**config.mk**
```make
export PLATFORM = sky130hd
export DESIGN_NAME = video_timing_flat
export DESIGN_NICKNAME = d
export VERILOG_FILES = /design/src/rtl/breakout_video_pkg.sv /design/src/rtl/video_timing_if.sv /design/src/rtl/video_timing_rise_detect.sv /design/src/rtl/video_timing.sv /design/src/flat_wrapper.sv
export SDC_FILE = /design/constraint.sdc
export NUM_CORES = 1
export LEC_CHECK = 0
export BUFFER_PORTS_ARGS = -buffer_cell sky130_fd_sc_hd__buf_2
export CORE_MARGIN = 2
export CORE_UTILIZATION = 43
export DETAILED_ROUTE_END_ITERATION = 12
export GPL_TIMING_DRIVEN = 1
export PLACE_DENSITY_LB_ADDON = 0.12
export SLEW_MARGIN = 40
export SYNTH_ARGS = -nofsm -noshare
export SYNTH_HDL_FRONTEND = slang
export SYNTH_SLANG_ARGS = --single-unit
```
**constraint.sdc**
```tcl
create_clock -name CLK_DRV -period 1.9 [get_ports CLK_DRV]
set_clock_uncertainty 0.1 [all_clocks]
set_input_delay 0.19 -clock CLK_DRV [delete_from_list [all_inputs] [get_ports CLK_DRV]]
set_output_delay 0.19 -clock CLK_DRV [all_outputs]
set_load 0.01 [all_outputs]
```
**src/rtl/breakout_video_pkg.sv**
```systemverilog
// Shared timing constants and count types for the Breakout video chain.
package breakout_video_pkg;

  typedef logic [8:0] hcount_t;
  typedef logic [8:0] vcount_t;

  localparam int H_TOTAL_DEF      = 454;
  localparam int HBLANK_START_DEF = 320;
  localparam int HSYNC_START_DEF  = 352;
  localparam int HSYNC_END_DEF    = 384;

  localparam int V_TOTAL_DEF      = 262;
  localparam int VBLANK_START_DEF = 224;
  localparam int VSYNC_START_DEF  = 232;
  localparam int VSYNC_END_DEF    = 236;

  localparam int COUNT_MAX        = 512;

endpackage

```
**src/rtl/video_timing_if.sv**
```systemverilog
// Pixel clock in, counts/blank/sync/pulses out. master = timing generator,
// slave = the clock block plus every downstream consumer of the counts.
interface video_timing_if;
  import breakout_video_pkg::*;

  logic    CLOCK;
  hcount_t HCOUNT;
  vcount_t VCOUNT;
  logic    HBLANK;
  logic    VBLANK;
  logic    HSYNC;
  logic    VSYNC;
  logic    COMP_SYNC_N;
  logic    PIX_TICK;
  logic    LINE_START;
  logic    FRAME_START;

  modport master (
    input  CLOCK,
    output HCOUNT, VCOUNT, HBLANK, VBLANK, HSYNC, VSYNC,
    output COMP_SYNC_N, PIX_TICK, LINE_START, FRAME_START
  );

  modport slave (
    output CLOCK,
    input  HCOUNT, VCOUNT, HBLANK, VBLANK, HSYNC, VSYNC,
    input  COMP_SYNC_N, PIX_TICK, LINE_START, FRAME_START
  );

endinterface

```
**src/rtl/video_timing_rise_detect.sv**
```systemverilog
// Rising-edge detector for a slow clock treated as data. History resets to 1
// so a signal already high at reset release does not produce a pulse.
module rise_detect (
  input  logic CLK_DRV,
  input  logic RESET,
  input  logic D,
  output logic PULSE
);

  logic d_q;

  // One-cycle history of D.
  always_ff @(posedge CLK_DRV or posedge RESET) begin
    if (RESET) d_q <= 1'b1;
    else       d_q <= D;
  end

  assign PULSE = D & ~d_q;

endmodule

```
**src/rtl/video_timing.sv**
```systemverilog
// Breakout horizontal/vertical counter chain driven by the divided pixel clock.
// All decodes are registered from the next-count values so blank/sync always
// line up with the counts shown in the same cycle.
module video_timing
  import breakout_video_pkg::*;
#(
  parameter int H_TOTAL      = H_TOTAL_DEF,
  parameter int HBLANK_START = HBLANK_START_DEF,
  parameter int HSYNC_START  = HSYNC_START_DEF,
  parameter int HSYNC_END    = HSYNC_END_DEF,
  parameter int V_TOTAL      = V_TOTAL_DEF,
  parameter int VBLANK_START = VBLANK_START_DEF,
  parameter int VSYNC_START  = VSYNC_START_DEF,
  parameter int VSYNC_END    = VSYNC_END_DEF
) (
  input  logic               CLK_DRV,
  input  logic               RESET,
  video_timing_if.master     vt
);

  if (!(HSYNC_START < HSYNC_END && HSYNC_END <= H_TOTAL && HBLANK_START <= HSYNC_START))
    begin : g_bad_h_timing
      $error("video_timing: inconsistent horizontal timing parameters");
    end
  if (!(VSYNC_START < VSYNC_END && VSYNC_END <= V_TOTAL && VBLANK_START <= VSYNC_START))
    begin : g_bad_v_timing
      $error("video_timing: inconsistent vertical timing parameters");
    end
  if (H_TOTAL > COUNT_MAX || V_TOTAL > COUNT_MAX || H_TOTAL < 2 || V_TOTAL < 2)
    begin : g_bad_totals
      $error("video_timing: H_TOTAL/V_TOTAL must lie in 2..512");
    end

  localparam hcount_t H_LAST   = hcount_t'(H_TOTAL - 1);
  localparam hcount_t HBLANK_S = hcount_t'(HBLANK_START);
  localparam hcount_t HSYNC_S  = hcount_t'(HSYNC_START);
  localparam hcount_t HSYNC_E  = hcount_t'(HSYNC_END);
  localparam vcount_t V_LAST   = vcount_t'(V_TOTAL - 1);
  localparam vcount_t VBLANK_S = vcount_t'(VBLANK_START);
  localparam vcount_t VSYNC_S  = vcount_t'(VSYNC_START);
  localparam vcount_t VSYNC_E  = vcount_t'(VSYNC_END);

  logic    tick;
  hcount_t hcount_q, hcount_nxt;
  vcount_t vcount_q, vcount_nxt;
  logic    line_wrap, frame_wrap;
  logic    hblank_nxt, hsync_nxt, vblank_nxt, vsync_nxt;
  logic    hblank_q, hsync_q, vblank_q, vsync_q, comp_sync_n_q;
  logic    pix_tick_q, line_start_q, frame_start_q;

  rise_detect u_clock_rise (
    .CLK_DRV (CLK_DRV),
    .RESET   (RESET),
    .D       (vt.CLOCK),
    .PULSE   (tick)
  );

  // Next counts; >= on the wrap compare also recovers any out-of-range value.
  always_comb begin
    line_wrap  = (hcount_q >= H_LAST);
    frame_wrap = line_wrap && (vcount_q >= V_LAST);
    hcount_nxt = line_wrap ? '0 : hcount_q + 9'd1;
    vcount_nxt = vcount_q;
    if (line_wrap) begin
      vcount_nxt = (vcount_q >= V_LAST) ? '0 : vcount_q + 9'd1;
    end
  end

  // Blank/sync decode of the next counts.
  always_comb begin
    hblank_nxt = (hcount_nxt >= HBLANK_S);
    hsync_nxt  = (hcount_nxt >= HSYNC_S) && (hcount_nxt < HSYNC_E);
    vblank_nxt = (vcount_nxt >= VBLANK_S);
    vsync_nxt  = (vcount_nxt >= VSYNC_S) && (vcount_nxt < VSYNC_E);
  end

  // Counts and levels advance only on a pixel tick; pulses follow the tick.
  always_ff @(posedge CLK_DRV or posedge RESET) begin
    if (RESET) begin
      hcount_q      <= '0;
      vcount_q      <= '0;
      hblank_q      <= 1'b0;
      hsync_q       <= 1'b0;
      vblank_q      <= 1'b0;
      vsync_q       <= 1'b0;
      comp_sync_n_q <= 1'b1;
      pix_tick_q    <= 1'b0;
      line_start_q  <= 1'b0;
      frame_start_q <= 1'b0;
    end else begin
      pix_tick_q    <= tick;
      line_start_q  <= tick & line_wrap;
      frame_start_q <= tick & frame_wrap;
      if (tick) begin
        hcount_q      <= hcount_nxt;
        vcount_q      <= vcount_nxt;
        hblank_q      <= hblank_nxt;
        hsync_q       <= hsync_nxt;
        vblank_q      <= vblank_nxt;
        vsync_q       <= vsync_nxt;
        comp_sync_n_q <= ~(hsync_nxt ^ vsync_nxt);
      end
    end
  end

  assign vt.HCOUNT      = hcount_q;
  assign vt.VCOUNT      = vcount_q;
  assign vt.HBLANK      = hblank_q;
  assign vt.HSYNC       = hsync_q;
  assign vt.VBLANK      = vblank_q;
  assign vt.VSYNC       = vsync_q;
  assign vt.COMP_SYNC_N = comp_sync_n_q;
  assign vt.PIX_TICK    = pix_tick_q;
  assign vt.LINE_START  = line_start_q;
  assign vt.FRAME_START = frame_start_q;

endmodule

```
**src/flat_wrapper.sv**
```systemverilog
// flat-port wrapper written by rule: the top's interface ports become plain ports
module video_timing_flat import breakout_video_pkg::*;
#(
  parameter int H_TOTAL      = H_TOTAL_DEF,
  parameter int HBLANK_START = HBLANK_START_DEF,
  parameter int HSYNC_START  = HSYNC_START_DEF,
  parameter int HSYNC_END    = HSYNC_END_DEF,
  parameter int V_TOTAL      = V_TOTAL_DEF,
  parameter int VBLANK_START = VBLANK_START_DEF,
  parameter int VSYNC_START  = VSYNC_START_DEF,
  parameter int VSYNC_END    = VSYNC_END_DEF
)
  (CLK_DRV, RESET, vt_CLOCK, vt_HCOUNT, vt_VCOUNT, vt_HBLANK, vt_VBLANK, vt_HSYNC, vt_VSYNC, vt_COMP_SYNC_N, vt_PIX_TICK, vt_LINE_START, vt_FRAME_START);
  video_timing_if vt_i ();
  input  logic CLK_DRV;
  input  logic RESET;
  input wire logic [$bits(vt_i.CLOCK)-1:0] vt_CLOCK;
  output wire logic [$bits(vt_i.HCOUNT)-1:0] vt_HCOUNT;
  output wire logic [$bits(vt_i.VCOUNT)-1:0] vt_VCOUNT;
  output wire logic [$bits(vt_i.HBLANK)-1:0] vt_HBLANK;
  output wire logic [$bits(vt_i.VBLANK)-1:0] vt_VBLANK;
  output wire logic [$bits(vt_i.HSYNC)-1:0] vt_HSYNC;
  output wire logic [$bits(vt_i.VSYNC)-1:0] vt_VSYNC;
  output wire logic [$bits(vt_i.COMP_SYNC_N)-1:0] vt_COMP_SYNC_N;
  output wire logic [$bits(vt_i.PIX_TICK)-1:0] vt_PIX_TICK;
  output wire logic [$bits(vt_i.LINE_START)-1:0] vt_LINE_START;
  output wire logic [$bits(vt_i.FRAME_START)-1:0] vt_FRAME_START;
  assign vt_i.CLOCK = vt_CLOCK;
  assign vt_HCOUNT = vt_i.HCOUNT;
  assign vt_VCOUNT = vt_i.VCOUNT;
  assign vt_HBLANK = vt_i.HBLANK;
  assign vt_VBLANK = vt_i.VBLANK;
  assign vt_HSYNC = vt_i.HSYNC;
  assign vt_VSYNC = vt_i.VSYNC;
  assign vt_COMP_SYNC_N = vt_i.COMP_SYNC_N;
  assign vt_PIX_TICK = vt_i.PIX_TICK;
  assign vt_LINE_START = vt_i.LINE_START;
  assign vt_FRAME_START = vt_i.FRAME_START;
  video_timing #(.H_TOTAL(H_TOTAL), .HBLANK_START(HBLANK_START), .HSYNC_START(HSYNC_START), .HSYNC_END(HSYNC_END), .V_TOTAL(V_TOTAL), .VBLANK_START(VBLANK_START), .VSYNC_START(VSYNC_START), .VSYNC_END(VSYNC_END)) u_core (.CLK_DRV(CLK_DRV), .RESET(RESET), .vt(vt_i));
endmodule
```
==> metrics.csv <==
stage;metric;value;unit
run_status;result of the run;finished with violations;
run_status;failing checks;negative setup slack;
synth;Compound-Gate Fraction of Synth Area;0.206;
synth;cell type with the largest total area after synthesis;dfrtp_1;
floorplan;Total Die Area;4320;um2
clock_tree;TritonCTS clock tree;yes;
synth;Commonest cells post-synth;dfrtp_1, nand2_1, o21ai_1;
floorplan;area of the core;3660;um2
place;gp weighted congestion;0.866;
synth;net count after synthesis;187;
clock_tree;number of buffers created by CTS;3;
synth;predominant post-synthesis flop cell;dfrtp_1;
routing;Starting DRT DRC Count;64;
synth;Post-Synth XOR/XNOR Area;0.0214;
cells_and_area;fraction of the core area covered by cells at the end of the flow;0.649;
floorplan;Die W;65.7;um
synth;Mapped Cells;180;
worst_hold_path;Hold WC Path Type;flip-flop to flip-flop;
clock_tree;deepest level of the CTS H-tree;1;
cells_and_area;Layout Nets;257;
floorplan;Die Ht;65.7;um
global_route;Total Routing Usage GR;0.216;
clock_tree;clock root buffer;clkbuf_8;
sta;remaining max-slew budget at the tightest pin;0.766;
worst_setup_path;Crit path required time;2.01;ns
place;input/output buffers;28;
cells_and_area;multi-input gate area in the final layout;1020;um2
clock_tree;insertion delay to the later sink of the worst-skew pair;0.28;ns
sta;unrepaired setup endpoints after global routing;yes;
pwr;largest vdd supply drop;0.302;mV
run;maxcap violations;0;
synth;netlist area before placement;1640;um2
sta;setup ws final;-0.223;ns
place;HPWL Detailed;2.97;mm
cells_and_area;area taken by flip-flops and latches;681;um2
routing;total routed wirelength;4.21;mm
sta;final-report setup violation count;5;
synth;main combinational cell family by area after synthesis;simple AND/OR/NAND/NOR gates;
routing;routed via count divided by cell count;5.29;
worst_setup_path;critical path type;flip-flop to flip-flop;
synth;#FFs+latches synth;27;
floorplan;I/O pin cnt;29;
pwr;Pwr Density;614;nW/um2
synth;number of distinct library cells after synthesis;50;
cells_and_area;antenna diode instance count;0;
routing;count of unresolved DRC violations after routing;0;
global_route;number of global-route vias before repair;1539;
sta;hold_ws;0.390;ns
sta;Final min period;2.12;ns
routing;routed via count;1572;
routing;number of search-and-repair iterations in the first detailed-routing pass;4;
cells_and_area;Area Growth Syn to Fin;45.0;%
synth;portion of the post-synthesis area used by sequential elements;0.414;
synth;most frequent cell after synthesis;dfrtp_1;
sta;number of hold-slack violations in the final timing report;0;
pwr;Leakage;1.10;nW
routing;antenna violation net count after detailed routing;0;
clock_tree;Bufs on Longest Clock Path;2;
worst_setup_path;startpoint kind of the worst setup timing path;flip-flop;
sta;Tightest Pin Transition;0.351;ns
cells_and_area;number of fill cells in the layout;309;
clock_tree;Clock transition at path regs;0.10;ns
global_route;wire length of the first global-routing pass;7.10;mm
global_route;antenna violations before repair;0;
worst_setup_path;maximum fanout along the worst path;4;
clock_tree;sink count of the clock tree;27;
sta;Final Slew Violations;0;
sta;post-route fraction of the period consumed by the critical path;1.12;
synth;number of enable flip-flop cells after synthesis;0;
floorplan;Starting Density;0.448;
synth;biggest area contributors in the synthesized netlist;dfrtp_1, nand2_1, o21ai_1, dfstp_2, o31ai_1;
sta;maximum achievable frequency;0.471;GHz
synth;share of synthesized area spent on multiplexers;0.00687;
floorplan;Rows;22;
worst_setup_path;worst path arrival time;2.23;ns
synth;fraction of the mapped netlist area in adder cells;0.0305;
global_route;remaining global-route overflow;0;
global_route;largest net degree at the start of global routing;28;
synth;async set or reset register ratio after synthesis;1.00;
synth;average instance area after synthesis;9.11;um2
synth;simple-gate area share of the yosys netlist;0.240;
synth;area share of the leading cell type in the synthesized netlist;0.382;
routing;per-cell routed wire length;14.2;um
worst_setup_path;nature of the critical path endpoint;flip-flop;
cells_and_area;proportion of layout cells with a drive suffix above 1;0.498;
synth;number of warnings reported in the yosys synthesis log;0;
pwr;sum of internal, switching and leakage power;1.46;mW
-- sequential cells by signal, indices dropped and copies added, names as in the netlist --
signal / count
u_core.vt.VSYNC: 1
u_core.vt.PIX_TICK: 1
u_core.vt.VBLANK: 1
u_core.vt.HCOUNT: 9
u_core.u_clock_rise.d_q: 1
u_core.vt.FRAME_START: 1
u_core.vt.LINE_START: 1
u_core.vt.HBLANK: 1
u_core.vt.COMP_SYNC_N: 1
u_core.vt.VCOUNT: 9
u_core.vt.HSYNC: 1
-- path summary, 6_finish.rpt --
check,end,slack (ns),cells after the start,start
setup / recovery,u_core.vt.COMP_SYNC_N,-0.22,9,u_core.vt.HCOUNT[1]
hold / removal,u_core.vt.HSYNC,0.39,1,u_core.vt.HSYNC
setup reg to reg,u_core.vt.COMP_SYNC_N,-0.22,9,u_core.vt.HCOUNT[1]
hold reg to reg,u_core.vt.HSYNC,0.39,1,u_core.vt.HSYNC
max in group asynchronous,u_core.vt.COMP_SYNC_N,0.99,4,RESET
min in group asynchronous,u_core.vt.VCOUNT[2],0.41,4,RESET
-- cell families after synthesis --
| logic type | after synthesis |
|---|---|
| AO/OA/AOI/OAI | 53 |
| multiplexers | 1 |
| buffers and inverters | 19 |
| XOR/XNOR | 4 |
| AND/OR/NAND/NOR | 72 |
| flip-flops | 27 |
| adder cells (fa/ha/maj) | 4 |
-- metal layers --
metal | part of all wire | GRT usage | up-vias | routed length [um]
li1 | - | - | 783 | -
met1 | 0.48 | 0.306 | 744 | 2030
met2 | 0.46 | 0.336 | 39 | 1930
met4 | 0.014 | 0.0677 | 0 | 59
met3 | 0.046 | 0.0342 | 6 | 192
met5 | 0 | 0 | - | 0
-- repair_timing --
| action | 4_1_cts | 5_1_grt |
|---|---|---|
| hold buffers | 2 | 0 |
| setup buffers | 3 | 1 |
| endpoints found under the setup margin | 12 | 21 |
| gates resized for setup | 14 | 33 |
| pin swaps | 4 | 13 |
| hold endpoints to repair | 26 | 0 |
-- report_power, final --
group          internal [mW]  total, mW  switching, mW
Combinational          0.215      0.427          0.212
Sequential             0.634      0.699         0.0652
Clock                  0.147      0.332          0.185
-- layout by cell type, fill, tap and decap left out, drive strengths merged, types with 3 or more instances in the layout --
| cell type | n |
|---|---|
| buf | 76 |
| o21ai | 27 |
| dfrtp | 25 |
| nand2 | 24 |
| nand3 | 10 |
| and3 | 10 |
| nor2 | 7 |
| o31ai | 7 |
| inv | 6 |
| a21oi | 4 |
| ha | 4 |
| nor2b | 3 |
| xnor2 | 3 |
| clkbuf | 3 |
| nor3 | 3 |
| a31oi | 3 |
| nor4 | 3 |
| and2 | 3 |
-- metrics by stage --
| step | worst slack, ns | TNS [ns] | cell area (um2) | cells |
|---|---|---|---|---|
| after floorplan | -0.181 | -0.510 | 1640 | 180 |
| after global placement | -0.173 | -0.711 | 2060 | 287 |
| after detailed placement | -0.260 | -1.20 | 2060 | 287 |
| after CTS | -0.233 | -0.686 | 2220 | 296 |
| after global routing | -0.308 | -1.41 | 2380 | 297 |
| final | -0.223 | -0.657 | 2380 | 297 |
-- worst max-delay path: stages, from the launching register on --
cell and delay, ns:
dfrtp_2 0.44, inv_2 0.07, ha_4 0.13, nor3_4 0.04
o22a_1 0.24, o32a_1 0.37, o32a_1 0.30, o21ai_2 0.16
a211o_1 0.15, nand3_1 0.07
-- cell type report --
type                            count  area share
Timing Repair Buffer               78       0.230
Tap cell                           48      0.0253
Clock buffer                        3      0.0174
Inverter                            6     0.00948
Clock inverter                      1     0.00211
Sequential cell                    27       0.286
Multi-Input combinational cell    134       0.429
Power figures use the tool's default switching activity.
